===== config.mk =====
export PLATFORM = sky130hd
export DESIGN_NAME = mem_stage
export DESIGN_NICKNAME = d
export VERILOG_FILES = /design/src/rtl/mem_stage_pkg.sv /design/src/rtl/mem_stage_load_align.sv /design/src/rtl/mem_stage.sv
export SDC_FILE = /design/constraint.sdc
export NUM_CORES = 1
export LEC_CHECK = 0
export CORE_MARGIN = 3
export CORE_UTILIZATION = 35
export CTS_CLUSTER_SIZE = 14
export DETAILED_ROUTE_END_ITERATION = 8
export PLACE_DENSITY = 0.75
export SLEW_MARGIN = 15
export SYNTH_ARGS = -nofsm -noshare
export SYNTH_HDL_FRONTEND = slang
export SYNTH_HIERARCHICAL = 1
export SYNTH_SLANG_ARGS = --single-unit
export TNS_END_PERCENT = 30

===== constraint.sdc =====
create_clock -name clk -period 10.53 [get_ports clk]
set_input_delay 2.106 -clock clk [delete_from_list [all_inputs] [get_ports clk]]
set_output_delay 2.106 -clock clk [all_outputs]
set_load 0.01 [all_outputs]

===== src/rtl/mem_stage_pkg.sv =====
// Shared widths, load_op bit positions and bus layouts for the MEM stage.
package mem_stage_pkg;
  localparam int EXE_TO_MEM_LEN = 157;
  localparam int MEM_TO_WB_LEN  = 182;
  localparam int MEM_FWD_LEN    = 39;
  localparam int DEST_LEN       = 5;

  // load_op is one-hot {ld_b, ld_bu, ld_h, ld_hu, ld_w}
  localparam int LD_W  = 0;
  localparam int LD_HU = 1;
  localparam int LD_H  = 2;
  localparam int LD_BU = 3;
  localparam int LD_B  = 4;

  typedef struct packed {
    logic [31:0]         pc;
    logic                gr_we;
    logic [DEST_LEN-1:0] dest;
    logic [31:0]         alu_result;
    logic                mem_req;
    logic                mem_we;
    logic [4:0]          load_op;
    logic                rfrom_mem;
    logic [13:0]         csr_num;
    logic                csr_we;
    logic [31:0]         csr_wvalue;
    logic [31:0]         csr_wmask;
  } exe_to_mem_t;

  typedef struct packed {
    logic [31:0]         pc;
    logic                gr_we;
    logic [DEST_LEN-1:0] dest;
    logic [31:0]         mem_result;
    logic [31:0]         alu_result;
    logic                rfrom_mem;
    logic [13:0]         csr_num;
    logic                csr_we;
    logic [31:0]         csr_wvalue;
    logic [31:0]         csr_wmask;
  } mem_to_wb_t;

  typedef struct packed {
    logic                fwd_we;
    logic [DEST_LEN-1:0] dest;
    logic                load_pending;
    logic [31:0]         fwd_result;
  } mem_fwd_t;
endpackage


===== src/rtl/mem_stage_load_align.sv =====
// Picks the addressed byte/halfword out of a 32-bit read word and extends it.
module mem_stage_load_align
  import mem_stage_pkg::*;
(
  input  logic [31:0] rdata,
  input  logic [1:0]  addr,
  input  logic [4:0]  load_op,
  output logic [31:0] result
);
  logic [7:0]  b_sel;
  logic [15:0] h_sel;

  always_comb begin
    case (addr)
      2'd0:    b_sel = rdata[7:0];
      2'd1:    b_sel = rdata[15:8];
      2'd2:    b_sel = rdata[23:16];
      default: b_sel = rdata[31:24];
    endcase
    // addr[0] is ignored for halfwords; misalignment is trapped upstream
    h_sel = addr[1] ? rdata[31:16] : rdata[15:0];

    result = '0;
    if (load_op[LD_B])       result = {{24{b_sel[7]}}, b_sel};
    else if (load_op[LD_BU]) result = {24'd0, b_sel};
    else if (load_op[LD_H])  result = {{16{h_sel[15]}}, h_sel};
    else if (load_op[LD_HU]) result = {16'd0, h_sel};
    else if (load_op[LD_W])  result = rdata;
  end
endmodule


===== src/rtl/mem_stage.sv =====
// MEM pipeline stage: holds the EXE payload until the data-SRAM answers,
// aligns load data and hands the result to WB; also feeds ID forwarding.
module mem_stage
  import mem_stage_pkg::*;
(
  input  logic                      clk,
  input  logic                      reset,
  input  logic                      EXE_to_MEM_valid,
  output logic                      MEM_allowin,
  input  logic [EXE_TO_MEM_LEN-1:0] EXE_to_MEM_BUS,
  input  logic                      data_sram_data_ok,
  input  logic [31:0]               data_sram_rdata,
  output logic                      MEM_to_WB_valid,
  input  logic                      WB_allowin,
  output logic [MEM_TO_WB_LEN-1:0]  MEM_to_WB_BUS,
  output logic [MEM_FWD_LEN-1:0]    MEM_FWD_BUS
);
  exe_to_mem_t ms_bus;
  mem_to_wb_t  wb;
  mem_fwd_t    fwd;
  logic        ms_valid;
  logic        got_resp;
  logic [31:0] rdata_buf;
  logic [31:0] rdata;
  logic [31:0] mem_result;
  logic        ready_go;
  logic        capture;
  logic        unused_bits;

  assign ready_go        = !ms_bus.mem_req || got_resp || data_sram_data_ok;
  assign MEM_allowin     = !ms_valid || (ready_go && WB_allowin);
  assign MEM_to_WB_valid = ms_valid && ready_go;

  // Response arrives while WB is stalled: keep it for the cycle WB accepts
  assign capture = ms_valid && ms_bus.mem_req && !got_resp && data_sram_data_ok
                   && !(ready_go && WB_allowin);

  always_ff @(posedge clk or posedge reset) begin
    if (reset) begin
      ms_valid  <= 1'b0;
      ms_bus    <= '0;
      got_resp  <= 1'b0;
      rdata_buf <= '0;
    end else begin
      if (MEM_allowin) ms_valid <= EXE_to_MEM_valid;
      if (EXE_to_MEM_valid && MEM_allowin) ms_bus <= EXE_to_MEM_BUS;
      if (capture) begin
        got_resp  <= 1'b1;
        rdata_buf <= data_sram_rdata;
      end else if (MEM_allowin) begin
        got_resp  <= 1'b0;
      end
    end
  end

  assign rdata = got_resp ? rdata_buf : data_sram_rdata;

  mem_stage_load_align u_align (
    .rdata   (rdata),
    .addr    (ms_bus.alu_result[1:0]),
    .load_op (ms_bus.load_op),
    .result  (mem_result)
  );

  always_comb begin
    wb.pc         = ms_bus.pc;
    wb.gr_we      = ms_bus.gr_we;
    wb.dest       = ms_bus.dest;
    wb.mem_result = mem_result;
    wb.alu_result = ms_bus.alu_result;
    wb.rfrom_mem  = ms_bus.rfrom_mem;
    wb.csr_num    = ms_bus.csr_num;
    wb.csr_we     = ms_bus.csr_we;
    wb.csr_wvalue = ms_bus.csr_wvalue;
    wb.csr_wmask  = ms_bus.csr_wmask;

    fwd.fwd_we       = ms_valid && ms_bus.gr_we;
    fwd.dest         = ms_bus.dest;
    fwd.load_pending = ms_valid && ms_bus.rfrom_mem && !ready_go;
    fwd.fwd_result   = ms_bus.rfrom_mem ? mem_result : ms_bus.alu_result;
  end

  assign MEM_to_WB_BUS = wb;
  assign MEM_FWD_BUS   = fwd;

  // Stores need no distinct handling here; they wait on data_ok like loads
  assign unused_bits = ms_bus.mem_we;
endmodule


==> run metrics <==
Reg clk slew, reported paths=approximately 0.080 ns; maximum VDD drop=around 0.12 mV; CTS Buf Count=17; Post-CTS Setup Bufs=0; largest net degree at the start of global routing=121; CTS H-Tree Depth=4; Skew-Pair Late Insertion Delay=~0.42 ns; Wirelength per Cell=just over 20 um; first-pass GRT wire length=~42000 um; io pins=around 420; Slew Limit Fails=0; YS warnings=6; Synth Cell Area=between 0.009 and 0.01 mm^2; HP Class=reg -> reg; Placed Area=roughly 0.013 mm^2; final hold vios=0; hold endpoint=rdata_buf[26]$_DFFE_PP0P_; final instance area=between 0.01 and 0.015 mm^2; syn avg cell area=13.3 um^2; via count=between 6000 and 7000; Area Growth Syn to Fin=38.3%; CTS tree=yes; CTS resizes=0; critical-path cell list=clkdlybuf4s50_1, mux2_2, mux4_2, a32o_2, a21o_1, mux2_2, clkdlybuf4s50_1; Hold Startpoint=rdata_buf[26]$_DFFE_PP0P_; unrepaired setup endpoints after global routing=no; Hold Buf Count CTS=0; antenna-violating nets left=0; R2R Setup Slk=7.61 ns; Worst path slowest cell=mux4_2; startpoint types=primary input; clk buf depth=2; initial antenna violation count=1; Setup TNS Final=0 ns; max-cap violation count=0; GRT Util Overall=roughly 18%; full die area=~0.03 mm^2; Die W=175 um; clk sinks=190; Final period util=65.1%; RePlAce Congestion=between 0.7 and 0.8; Filler cells=2529; Port Buf Inserts=about 420; CP Capture Type=output port; 1st-pass router iterations=4; most common cell after layout, fill and taps aside=clkdlybuf4s50_1; gr ovfl total=0; number of global-route vias before repair=roughly 6800; die height=175 um; reg-to-reg critical path endpoint=MEM_to_WB_BUS[91]$_DFFE_PP0P_; Final #Nets=1187; Mapped Nets=roughly 940; row count=61; CP Data Arrival Time=approximately 4.8 ns; Hold Path Stages=1; Max Freq=around 150 MHz; total core area=0.0279 mm^2; RR Startpoint=got_resp$_DFFE_PP0P_; via density per instance=~4.7; initial DRC count=about 230; CP Class=in -> out; final WL=approximately 28000 um; initial core utilization=35.6%; # diodes=0; CP Data Required Time=between 8 and 9 ns; area of the multi-input gates=0.00371 mm^2; most frequent cells in the layout=clkdlybuf4s50_1 (415), dfrtp_1 (189), mux2_1 (144), mux2_2 (117); CP Max Fanout=16; register area share after synthesis=47.8%; layout cells sized above 1=about 17%; P per Cell Area=approximately 220 mW/mm^2; LEAKAGE=roughly 0.0056 uW; DRC=0; CP max stage delay=about 0.52 ns; library cells used by synthesis=33; worst slew pin tran=0.963 ns; Rel. slew slack=a little over a third; post-synthesis cell count=approximately 750; R2R depth=5; run status=finished, final reports clean; Sequential cell area=0.00476 mm^2; Clock Skew=between 0.01 and 0.015 ns; number of synthesized register bits=between 150 and 200; post-route minimum period=6.85 ns; root buf cell=clkbuf_16; DPL Wire Length=approximately 22000 um; Setup Viol. Count Final=0
[how the worst max path moves through the flow]
stage	start	to
after floorplan	reset	MEM_FWD_BUS[33]$_DFFE_PP0P_
after global placement	data_sram_rdata[31]	MEM_FWD_BUS[31]
after detailed placement	data_sram_rdata[31]	MEM_FWD_BUS[16]
after CTS	data_sram_rdata[31]	MEM_FWD_BUS[16]
after global routing	data_sram_rdata[23]	MEM_FWD_BUS[16]
final	data_sram_rdata[31]	MEM_FWD_BUS[17]
[power breakdown]
part | switching (uW) | internal [uW] | total [uW] | leakage (uW)
clock | 325 | 347 | 672 | 0.000299
combinational | 533 | 765 | 1300 | 0.00307
sequential | 135 | 931 | 1070 | 0.00222
[state kept, by name (all words and copies together) (netlist names)]
register and count:
MEM_to_WB_BUS 145, ms_bus 6, MEM_FWD_BUS 5, ms_valid 1, rdata_buf 32, got_resp 1
[area by class of cell]
cell class	instances	share of cell area (%)
repair buffers	422	30.6
flip-flops and latches	190	34.6
clock buffers	18	3.19
inverters	2	0.109
well taps	378	3.44
clock inverters	14	1.20
multi-input cells	360	26.9
[cells by family after synthesis]
kind of cell           synth area share (%)
multiplexers                           31.3
AO/OA/AOI/OAI                          3.80
flip-flops                             47.8
AND/OR/NAND/NOR                        2.05
buffers and inverters                  15.0
[through the flow]
stage               power, uW  instances  hold slack, ns  setup slack, ns  utilization, %
global route             3200       1384           0.507             3.63            49.3
detailed placement       2390       1352           0.473             3.70            47.1
CTS                      3090       1384           0.489             3.69            49.3
floorplan                1840        747           0.452             3.25               -
global placement         2360       1352           0.462             3.70            47.1
finish                   3040       1384           0.488             3.68            49.3
[synthesized netlist by cell type]
cell / number / area [um^2]
a21o_1: 16 / 120
mux4_2: 8 / 180
o31ai_1: 7 / 52.6
nand2_1: 1 / 3.75
o2111ai_1: 1 / 8.76
nor3b_1: 2 / 15.0
o21ai_1: 1 / 5.00
dfrtp_1: 190 / 4750
and2_1: 1 / 6.26
a21oi_1: 16 / 80.1
nor2b_1: 1 / 6.26
mux2_1: 144 / 1620
inv_1: 2 / 7.51
clkbuf_2: 1 / 5.00
o21ai_0: 8 / 40.0
a32o_2: 1 / 11.3
nand2b_1: 2 / 12.5
buf_6: 21 / 236
nand3_2: 1 / 10.0
or2_2: 1 / 6.26
a22oi_1: 8 / 60.1
buf_4: 157 / 1180
nand3b_4: 1 / 20.0
nor3b_2: 1 / 12.5
nand4bb_1: 1 / 11.3
nand4_1: 1 / 6.26
nand3_1: 1 / 5.00
clkbuf_1: 10 / 37.5
nor3b_4: 1 / 18.8
and2_0: 1 / 6.26
buf_2: 6 / 30.0
mux2_2: 117 / 1320
nor2_1: 17 / 63.8
[metal layers]
| layer | global-route usage [%] | wire length, um | vias to the layer above |
|---|---|---|---|
| met2 | 30.9 | 14200 | 232 |
| met4 | 4.95 | 510 | 2 |
| met5 | 0 | 13 | - |
| li1 | - | - | 2957 |
| met3 | 4.98 | 1870 | 27 |
| met1 | 22.8 | 11900 | 3241 |
[worst max-delay path: cells and delay by family]
family	cells	cell delay (ns)
compound gates	2	0.64
buf+inv	2	0.89
mux	3	1.11
Power figures use the tool's default switching activity.
